==> src/rtl/fifo_rd_pkg.sv <==
// Shared types and constants for the 4-bit FIFO, its read-side packer and their benches.
package fifo_rd_pkg;

    typedef enum logic [1:0] {
        FETCH   = 2'd0,
        CAPTURE = 2'd1,
        PRESENT = 2'd2
    } rd_state_t;

    localparam int FIFO_WIDTH = 4;
    localparam int FIFO_DEPTH = 8;

endpackage

==> src/rtl/fifo_rd_packer.sv <==
// Pops FIFO words and packs WORDS of them (first word in the LSBs) into one valid/ready packet.
// Optional partial-packet flush (flush / m_words ports) is enabled by FIFO_RD_PACKER_FLUSH_EN.
module fifo_rd_packer
    import fifo_rd_pkg::*;
#(
    parameter int WIDTH = FIFO_WIDTH,
    parameter int WORDS = 2
) (
    input  logic                        clk,
    input  logic                        rst,
    input  logic                        fifo_empty,
    input  logic [WIDTH-1:0]            fifo_rdata,
    output logic                        fifo_rd_en,
    output logic [WIDTH*WORDS-1:0]      m_data,
    output logic                        m_valid,
    input  logic                        m_ready,
`ifdef FIFO_RD_PACKER_FLUSH_EN
    input  logic                        flush,
    output logic [$clog2(WORDS):0]      m_words,
`endif
    output logic [7:0]                  pkt_count,
    output logic                        busy
);

    localparam int OUT_W = WIDTH * WORDS;
    localparam int IDX_W = $clog2(WORDS);
    localparam logic [IDX_W-1:0] LAST_IDX   = IDX_W'(WORDS - 1);
    localparam logic [IDX_W:0]   FULL_WORDS = (IDX_W + 1)'(WORDS);

    rd_state_t          state_q, state_d;
    logic [IDX_W-1:0]   idx_q, idx_d;
    logic [OUT_W-1:0]   m_data_q, m_data_d;
    logic               m_valid_q, m_valid_d;
    logic [7:0]         pkt_count_q, pkt_count_d;
    logic [IDX_W:0]     m_words_q, m_words_d;
    logic               rd_en_s;

    // Next-state, packing and handshake logic.
    always_comb begin
        state_d     = state_q;
        idx_d       = idx_q;
        m_data_d    = m_data_q;
        m_valid_d   = m_valid_q;
        pkt_count_d = pkt_count_q;
        m_words_d   = m_words_q;
        rd_en_s     = 1'b0;
        case (state_q)
            FETCH: begin
`ifdef FIFO_RD_PACKER_FLUSH_EN
                // A flush of a partial packet takes priority over popping.
                if (flush && (idx_q != '0)) begin
                    for (int i = 0; i < WORDS; i++) begin
                        if (i >= int'(idx_q)) begin
                            m_data_d[i*WIDTH +: WIDTH] = '0;
                        end else begin
                            m_data_d[i*WIDTH +: WIDTH] = m_data_q[i*WIDTH +: WIDTH];
                        end
                    end
                    m_words_d = {1'b0, idx_q};
                    m_valid_d = 1'b1;
                    idx_d     = '0;
                    state_d   = PRESENT;
                end else
`endif
                if (!fifo_empty) begin
                    rd_en_s = 1'b1;
                    state_d = CAPTURE;
                end else begin
                    state_d = FETCH;
                end
            end
            CAPTURE: begin
                m_data_d[int'(idx_q)*WIDTH +: WIDTH] = fifo_rdata;
                if (idx_q == LAST_IDX) begin
                    idx_d     = '0;
                    m_valid_d = 1'b1;
                    m_words_d = FULL_WORDS;
                    state_d   = PRESENT;
                end else begin
                    idx_d   = idx_q + IDX_W'(1);
                    state_d = FETCH;
                end
            end
            PRESENT: begin
                if (m_ready) begin
                    m_valid_d   = 1'b0;
                    pkt_count_d = pkt_count_q + 8'd1;
                    state_d     = FETCH;
                end else begin
                    state_d = PRESENT;
                end
            end
            default: begin
                state_d = FETCH;
            end
        endcase
    end

    // State and output registers with synchronous reset.
    always_ff @(posedge clk) begin
        if (rst) begin
            state_q     <= FETCH;
            idx_q       <= '0;
            m_data_q    <= '0;
            m_valid_q   <= 1'b0;
            pkt_count_q <= 8'd0;
            m_words_q   <= '0;
        end else begin
            state_q     <= state_d;
            idx_q       <= idx_d;
            m_data_q    <= m_data_d;
            m_valid_q   <= m_valid_d;
            pkt_count_q <= pkt_count_d;
            m_words_q   <= m_words_d;
        end
    end

    assign fifo_rd_en = rd_en_s && !rst;
    assign m_data     = m_data_q;
    assign m_valid    = m_valid_q;
    assign pkt_count  = pkt_count_q;
    assign busy       = (idx_q != '0) || m_valid_q;
`ifdef FIFO_RD_PACKER_FLUSH_EN
    assign m_words    = m_words_q;
`else
    logic unused_words_s;
    assign unused_words_s = ^m_words_q;
`endif

endmodule

==> config.mk <==
export PLATFORM = sky130hd
export DESIGN_NAME = fifo_rd_packer
export DESIGN_NICKNAME = d
export VERILOG_FILES = /design/src/rtl/fifo_rd_pkg.sv /design/src/rtl/fifo_rd_packer.sv
export SDC_FILE = /design/constraint.sdc
export NUM_CORES = 1
export LEC_CHECK = 0
export BUFFER_PORTS_ARGS = -buffer_cell sky130_fd_sc_hd__buf_2
export CORE_MARGIN = 1
export CORE_UTILIZATION = 45
export CTS_BUF_LIST = sky130_fd_sc_hd__clkbuf_8
export DETAILED_ROUTE_END_ITERATION = 6
export GPL_TIMING_DRIVEN = 0
export PLACE_DENSITY = 0.83
export REMOVE_ABC_BUFFERS = 1
export SLEW_MARGIN = 20
export SYNTH_ARGS = -nofsm -noshare
export SYNTH_HDL_FRONTEND = slang
export SYNTH_SLANG_ARGS = --single-unit
==> constraint.sdc <==
create_clock -name clk -period 1.33 [get_ports clk]
set_input_delay 0.1995 -clock clk [delete_from_list [all_inputs] [get_ports clk]]
set_output_delay 0.1995 -clock clk [all_outputs]
set_load 0.005 [all_outputs]
==> impl_results.md, run 1 <==
* Outcome: finished with violations
* Failing checks: setup timing
* Area growth, synth to finish at 36.8%
* Post-CTS Hold Fix Bufs at 0
* Final Setup Violations at 2
* Final Max Slew Viols at 0
* IO buf count at 26
* Worst rel slew slack at between 70% and 80%
* Core Region at between 1500 and 2000 sq um
* CP Data Arrival Time at 1.53 ns
* I/O Pins at 27
* Via Count at a little under 700
* Delay-heaviest family, CP: simple AND/OR/NAND/NOR gates
* DR iter-0 viols at 11
* Placed Area at roughly 960 sq um
* Buf/Inv on CP at 0
* Max VDD drop at roughly 0.79 mV
* Critical path depth at 4
* First-pass GRT wire length at around 2700 um
* Final period util at 101%
* Post-layout util at 69.7%
* Synth area leader: dfxtp_1
* Register area at a little over 400 sq um
* # DRC at 0
* Clk sinks at 20
* Cell variety after synth at 27
* H-tree Lvls at 1
* Asr flop ratio synth at 0%
* Crit path required time at roughly 1.5 ns
* Post-route ant nets at 0
* Final Total Pwr at roughly 1.2 mW
* RSZ-0062 raised after global routing: true
* Layout Nets at between 100 and 150
* Die height at between 40 and 50 um
* Die area at approximately 2000 sq um
* YS warnings at 0
* Vias in the first global route at between 600 and 700
* DR WL/cell at ~13 um
* Crit-path cells: ha_4 -> nand4b_1 -> or3_4 -> a21oi_2
* #FFs+latches synth at 20
* GRT Total Usage at 19.1%
* Drt via density at about 5.0
* Power Density at between 1000 and 1500 nW/um^2
* Initial antenna violation count at 0
* Crit path kind: reg2reg
* Yosys top cell area share at 49.3%
* Clock root cell: clkbuf_8
* Syn Std Cell Area at 812 sq um
* Multi-input gate area at between 400 and 500 sq um
* DRT Pass-1 Iters at 4
* Final WS setup at -0.0173 ns
* Clock Tree Buf Depth at 2
* Dominant cells by area after synthesis: dfxtp_1, mux2i_1, nor2_1
* HP Class: in2reg
* Startpoint Class: flip-flop
* Post-layout min period at 1.35 ns
* WL final at about 1700 um
* Final Instance Area at roughly 1100 sq um
* Worst hold slack at about 0.11 ns
* Synthesized area per cell at 9.90 sq um
* Main synth FF type: dfxtp_1
* F_max at ~740 MHz
* Worst slew pin tran at ~0.40 ns
* Initial core utilization at a little over 50%
* GRT overflow at 0
* Clock-pin slew on the worst setup and hold paths at around 0.08 ns
* Number of max-cap violations at 0
* Crit path max fanout at 5
* GP Congestion at 0.663
* Layout cells sized above 1 at about 45%
* Worst r2r path cells at 4
* Critical Path End Type: flip-flop
* Slowest-stage cell, CP: or3_4
* Final hold vios at 0
* Lkg Pwr at ~0.53 nW
* Pin count of the biggest net entering global routing at 23
* Layout Skew at approximately 0.0029 ns
* Clock Latency Late Sink at 0.25 ns
* Synthesized instance count at 82
* Die Width at roughly 44 um
* WHS Path Cells at 2
* CTS tree: built
* Fillcell total at 120
* CP peak stage delay at 0.45 ns
* Seq/Total Area, Yosys at between 40% and 50%
* Antenna diode count at 0
* Hpwl dp at ~1100 um
* Row Count at 14
* CTS Buf Count at 3
* Number of flops mapped to enable cells by yosys at 0
-- cell usage after synthesis, types with 2 or more instances --
library cell,number
or3_1,2
o21ai_0,2
a21oi_1,6
xnor2_1,2
o31ai_1,2
mux2i_1,9
nor4_1,3
dfxtp_1,20
nor2b_1,2
nor2_1,13
nand2_1,3
inv_1,2
or4_1,2
-- power breakdown --
part,total (mW),internal [mW],switching [mW],leakage (nW)
clock network,0.462,0.263,0.199,0.0288
registers,0.625,0.610,0.0147,0.165
logic,0.0855,0.0442,0.0413,0.336
-- metrics by stage --
stage | setup WS [ns] | setup TNS [ns] | instances
after detailed placement | -0.163 | -0.276 | 129
after global placement | -0.111 | -0.141 | 129
after floorplan | -0.0103 | -0.0103 | 79
final | -0.0173 | -0.0289 | 138
after CTS | 0.000114 | 0 | 135
after global routing | -0.0743 | -0.176 | 138
-- worst paths after layout --
check	startpoint	endpoint	slack [ns]
worst max-delay path	pkt_count[1]	pkt_count[6]	-0.02
worst min-delay path	fifo_empty	state_q[0]	0.11
worst max register to register	pkt_count[1]	pkt_count[6]	-0.02
worst min register to register	m_valid	m_valid	0.47
-- sequential cells by signal, summed over array words and instances, names as in the netlist --
name	flops
idx_q	1
m_data	8
m_valid	1
pkt_count	8
state_q	2
-- placed cells by master, fill, tap and decap left out --
master / instances
buf_2: 26
dfxtp_1: 15
nor2_1: 13
mux2i_1: 9
buf_4: 5
a21oi_1: 4
clkbuf_8: 4
nand2_1: 3
dfxtp_2: 3
nor4_1: 2
nor2b_1: 2
inv_1: 2
o31ai_1: 2
a21oi_2: 2
o21ai_0: 2
xnor2_1: 2
dfxtp_4: 2
or2_2: 1
nand3b_1: 1
nand3b_4: 1
nand4_1: 1
nor4_4: 1
mux2_2: 1
nand3_1: 1
or4_4: 1
nand4b_1: 1
or3_1: 1
or4_1: 1
xor2_1: 1
nor3b_4: 1
or3_4: 1
or3b_2: 1
ha_4: 1
-- worst register-to-register path, delay by kind of cell, from the launching register on --
kind	cells	cell delay, ns
DFF	1	0.37
and+or+nand+nor	2	0.64
AOI/OAI and AO/OA	1	0.15
adders and majority gates	1	0.13
-- metal layers --
metal  wire (um)  global-route usage [%]  vias up
li1            -                       -      350
met1         755                    24.0      314
met2         870                    31.2       17
met3          57                    1.63        6
met4          45                    12.7        0
met5           0                       0        -
-- logic make-up (layout without fill, tap and decap cells) --
logic type	count (synthesis)	in the layout	share of synthesized area, %
AOI/OAI and AO/OA	10	10	6.78
xor gates and xnor gates	3	3	3.24
adders and majority gates	1	1	1.54
buffers and inverters	5	37	2.77
DFF	20	20	49.3
muxes	10	10	12.5
and+or+nand+nor	33	33	23.9
-- cell type report --
cell class	instances	share of cell area, %
flip-flops and latches	20	37.0
well taps	24	2.70
repair buffers	31	15.1
multi-input cells	57	39.5
clock buffers	4	4.95
inverters	2	0.676
-- timing repair --
action | 4_1_cts | 5_1_grt
setup endpoints to repair | 8 | 10
setup buffers | 2 | 3
gates resized for setup | 6 | 10
endpoints found under the hold margin | 0 | 0
pin swaps | 0 | 4
Power figures use the tool's default switching activity.
==> run 2, diff against run 1 <==
CORE_UTILIZATION = 50   (was 45)
PLACE_DENSITY = 0.87   (was 0.83)
clock period = 1.25 ns   (was 1.33 ns; I/O delays follow)
==> run 2 against run 1 <==
The run still ends with setup timing left. Global-route usage grew 8.2 points. Via count grew 11%. Sequential cell count stayed put. Critical path type unchanged. Clock power rose by 7.6%. Combinational power rose by 15%. Wire length increased by 31%.
==> impl_results.md, run 2 (same netlist as run 1, synthesis figures left out) <==
* Layout Nets at approximately 130
* Drt via density at 5.80
* GRT overflow at 0
* Clock Latency Late Sink at 0.26 ns
* Crit path required time at between 1 and 1.5 ns
* Worst slew pin tran at roughly 0.44 ns
* Core Region at 1510 sq um
* Die Width at ~42 um
* CTS tree: built
* Clock Tree Buf Depth at 2
* Startpoint Class: flip-flop
* Post-layout min period at roughly 1.3 ns
* Final Max Slew Viols at 0
* Critical Path End Type: flip-flop
* Clock-pin slew on the worst setup and hold paths at around 0.080 ns
* WL final at roughly 2300 um
* Final period util at 104%
* CTS Buf Count at 3
* RSZ-0062 raised after global routing: true
* First-pass GRT wire length at approximately 3500 um
* Most frequent cells in the layout: buf_2, nor2_1, dfxtp_1
* Final Setup Violations at 4
* WHS Path Cells at 2
* IO buf count at 26
* DRT Pass-1 Iters at 6
* Via Count at 766
* Placed Cells at around 120
* Clk sinks at 20
* Commonest non-fill, non-tap cell in the layout: buf_2
* Multi-input gate area at approximately 440 sq um
* Failing checks: setup timing
* Worst r2r path cells at 3
* GRT Total Usage at between 20 and 30%
* Post-route ant nets at 0
* Pin count of the biggest net entering global routing at 23
* GP Congestion at roughly 0.64
* Outcome: finished with violations
* Number of max-cap violations at 0
* DR iter-0 viols at 28
* Die area at around 1800 sq um
* Register area at 414 sq um
* H-tree Lvls at 1
* HP Class: in2reg
* Power Density at 1120 nW/um^2
* DP Worst Slack at -0.235 ns
* Initial core utilization at 53.9%
* Final hold vios at 0
* DR WL/cell at ~17 um
* Worst rel slew slack at a little over two thirds
* Crit path kind: reg2reg
* Row Count at 14
* Clock root cell: clkbuf_8
* Layout cells sized above 1 at between 50% and 60%
* F_max at around 770 MHz
* Hpwl dp at approximately 1100 um
* Final WS setup at -0.0479 ns
* Lkg Pwr at around 0.55 nW
* Layout Skew at around 0.0046 ns
* CP Data Arrival Time at around 1.5 ns
* Die height at 42.3 um
* # DRC at 0
* Fillcell total at 96
* Crit path max fanout at 5
* Non-Filler Instances at ~130
* I/O Pins at 27
* Area growth, synth to finish at 38.4%
* Antenna diode count at 0
* Initial antenna violation count at 0
* Vias in the first global route at 717
* Max VDD drop at roughly 1.1 mV
run 2: cell type report:
class / instances / share of cell area [%]
clock buffers: 4 / 4.90
well taps: 16 / 1.78
multi-input cells: 57 / 39.5
repair buffers: 33 / 16.3
flip-flops and latches: 20 / 36.9
inverters: 2 / 0.668
run 2: routing by layer:
layer  vias up  track usage, %  wire, um
met2        41            45.2      1140
met4         0            13.8        82
li1        357               -         -
met3        12            6.47       139
met5         -               0         0
met1       356            32.9       892
run 2: timing repair:
item                                    in CTS  in global routing
buffers inserted                             5                  2
gates resized for setup                     17                  3
pin swaps                                    3                  0
endpoints found under the setup margin      15                 12
hold buffers                                 0                  0
run 2: report_power, final:
group | internal [mW] | total, mW | switching (mW)
logic | 0.0487 | 0.0984 | 0.0497
registers | 0.650 | 0.665 | 0.0149
clock network | 0.280 | 0.497 | 0.217
total | 0.979 | 1.26 | 0.281
run 2: worst max-delay path, stage by stage, from the launching register on:
cell,delay (ns)
dfxtp_2,0.35
nand2_1,0.17
or4_4,0.54
a21oi_2,0.16
run 2: final timing paths:
path / start / end / slack (ns)
max: pkt_count[1] / pkt_count[5] / -0.05
min: fifo_empty / state_q[0] / 0.09
max reg2reg: pkt_count[1] / pkt_count[5] / -0.05
min reg2reg: state_q[0] / state_q[0] / 0.48
run 2: through the flow:
stage	TNS (ns)	hold slack (ns)	power [mW]	utilization, %	cell area (sq um)
after floorplan	-0.128	0.257	0.722	-	797
after global placement	-0.513	0.368	0.763	62.9	947
after detailed placement	-1.06	0.368	0.767	62.9	947
after CTS	-0.0604	0.0941	1.24	72.6	1090
after global routing	-0.718	0.0905	1.30	74.6	1120
final	-0.144	0.0861	1.26	74.6	1120
==> run 3, diff against run 2 <==
CORE_UTILIZATION = 47   (was 50)
CTS_BUF_LIST = sky130_fd_sc_hd__clkbuf_16   (was sky130_fd_sc_hd__clkbuf_8)
PLACE_DENSITY = 0.83   (was 0.87)
==> run 3 against run 2 <==
The run still ends with setup timing left. Power rose by 29%. Final cell count increased by 3.8%. Register-to-register slack worse by 0.04 ns. Non-clock buffer count up 5. Cell area is 10% higher. Global-route usage is 4.5 points lower. Largest cell class unchanged.
==> impl_results.md, run 3 (same netlist as run 1, synthesis figures left out) <==
* Outcome: finished with violations
* Failing checks: setup timing
* Terminus of the critical flop-to-flop path: pkt_count[4]
* Commonest non-fill, non-tap cell in the layout: buf_2
* Clock-pin slew on the worst setup and hold paths at 0.06 ns
* Post-route ant nets at 0
* Critical Path End Type: flip-flop
* Worst slew pin tran at around 0.42 ns
* Row Count at 14
* Number of max-cap violations at 0
* Final hold vios at 0
* WL final at about 2300 um
* IO buf count at 26
* HP Class: in2reg
* Worst hold slack at between 0.1 and 0.15 ns
* Placed Area at about 950 sq um
* DR iter-0 viols at 26
* Die area at around 1900 sq um
* Via Count at around 790
* First-pass GRT wire length at about 3200 um
* Worst Hold Launch: fifo_empty
* Startpoint Class: flip-flop
* Area growth, synth to finish at 52.4%
* Worst R2R Start: pkt_count[0]
* Setup slack, reg-to-reg at -0.09 ns
* Antenna diode count at 0
* RSZ-0062 raised after global routing: true
* CTS tree: built
* Post-CTS Hold Fix Bufs at 0
* Worst r2r path cells at 5
* Lkg Pwr at 0.595 nW
* Final Total Pwr at ~1.6 mW
* # DRC at 0
* Most frequent cells in the layout: buf_2, nor2_1, dfxtp_1, buf_4, mux2i_1
* Layout cells sized above 1 at a little over half
* CP Data Arrival Time at 1.51 ns
* Layout Nets at 131
* H-tree Lvls at 1
* Final Instance Area at 1240 sq um
* Initial core utilization at 52.1%
* Worst rel slew slack at between 70% and 80%
* Post-layout min period at between 1 and 1.5 ns
* Clock Latency Late Sink at roughly 0.25 ns
* Drt via density at 5.78
* GRT overflow at 0
* F_max at ~750 MHz
* Crit path max fanout at 3
* Max VDD drop at around 1.4 mV
* Crit path kind: reg2reg
* Hpwl dp at 1170 um
* Pin count of the biggest net entering global routing at 23
* WHS Path Cells at 2
* DRT Pass-1 Iters at 4
* Die height at around 44 um
* Clock Tree Buf Depth at 2
* Vias in the first global route at about 700
* WHS Endpoint: state_q[0]
* Layout Skew at 0.00355 ns
* Final Setup Violations at 6
* GRT Total Usage at between 20% and 30%
* Core Region at about 1600 sq um
* GP Congestion at 0.650
* Clock root cell: clkbuf_16
* Initial antenna violation count at 0
* Power Density at 1310 nW/um^2
* Final period util at 107%
* Placed Cells at ~120
* Final WS setup at -0.0906 ns
* Crit path required time at around 1.4 ns
* CTS Buf Count at 3
* DR WL/cell at approximately 17 um
* Die Width at 43.6 um
* I/O Pins at 27
* Final Max Slew Viols at 0
* Non-Filler Instances at about 140
* Clk sinks at 20
[run 3: metrics by stage]
step                      utilization [%]  worst slack, ns  TNS [ns]
after floorplan                         -          -0.0903    -0.128
after global placement               60.8           -0.184    -0.504
after detailed placement             60.8           -0.241     -1.06
after CTS                            73.8          -0.0366   -0.0366
after global routing                 79.4           -0.124    -0.547
final                                79.4          -0.0906    -0.331
[run 3: worst max path at each step]
stage,start,end,slack (ns),depth (start not counted)
6_report,pkt_count[0],pkt_count[4],-0.09,5
5_1_grt,pkt_count[3],pkt_count[7],-0.12,3
4_1_cts,state_q[0],pkt_count[7],-0.04,3
3_5_place_dp,state_q[1],pkt_count[7],-0.24,3
3_3_place_gp,state_q[1],pkt_count[7],-0.18,3
2_1_floorplan,state_q[1],pkt_count[7],-0.09,3
[run 3: report_power, final]
| group | total, mW | switching (mW) | internal (mW) | leakage, nW |
|---|---|---|---|---|
| clock | 0.866 | 0.231 | 0.634 | 0.0511 |
| combinational | 0.0966 | 0.0475 | 0.0491 | 0.376 |
| sequential | 0.660 | 0.0169 | 0.643 | 0.168 |
| total | 1.62 | 0.295 | 1.33 | 0.595 |
[run 3: layer usage]
| metal | track usage (%) | wire length (um) |
|---|---|---|
| met5 | 0 | 0 |
| met4 | 9.38 | 8 |
| met3 | 1.25 | 111 |
| met2 | 38.8 | 1150 |
| met1 | 30.1 | 1050 |
[run 3: area by class of cell]
| cell class | instances | area [sq um] |
|---|---|---|
| clock buffer | 3 | 75.1 |
| clock inverter | 1 | 30.0 |
| fill | 97 | 322 |
| inverter | 2 | 7.51 |
| multi-input combinational | 57 | 459 |
| sequential | 20 | 425 |
| tap | 16 | 20.0 |
| timing repair buffer | 38 | 220 |
[run 3: worst max-delay path: stages (launching register included)]
cell and delay, ns:
dfxtp_4 0.37, ha_4 0.14, nand4b_1 0.13, buf_4 0.19, or3_1 0.30, a21oi_1 0.13
[run 3: repair_timing]
action                     in CTS  in global routing
setup endpoints to repair      14                 10
pin swaps                       4                  6
gates resized for setup        16                 12
buffers inserted                6                  6
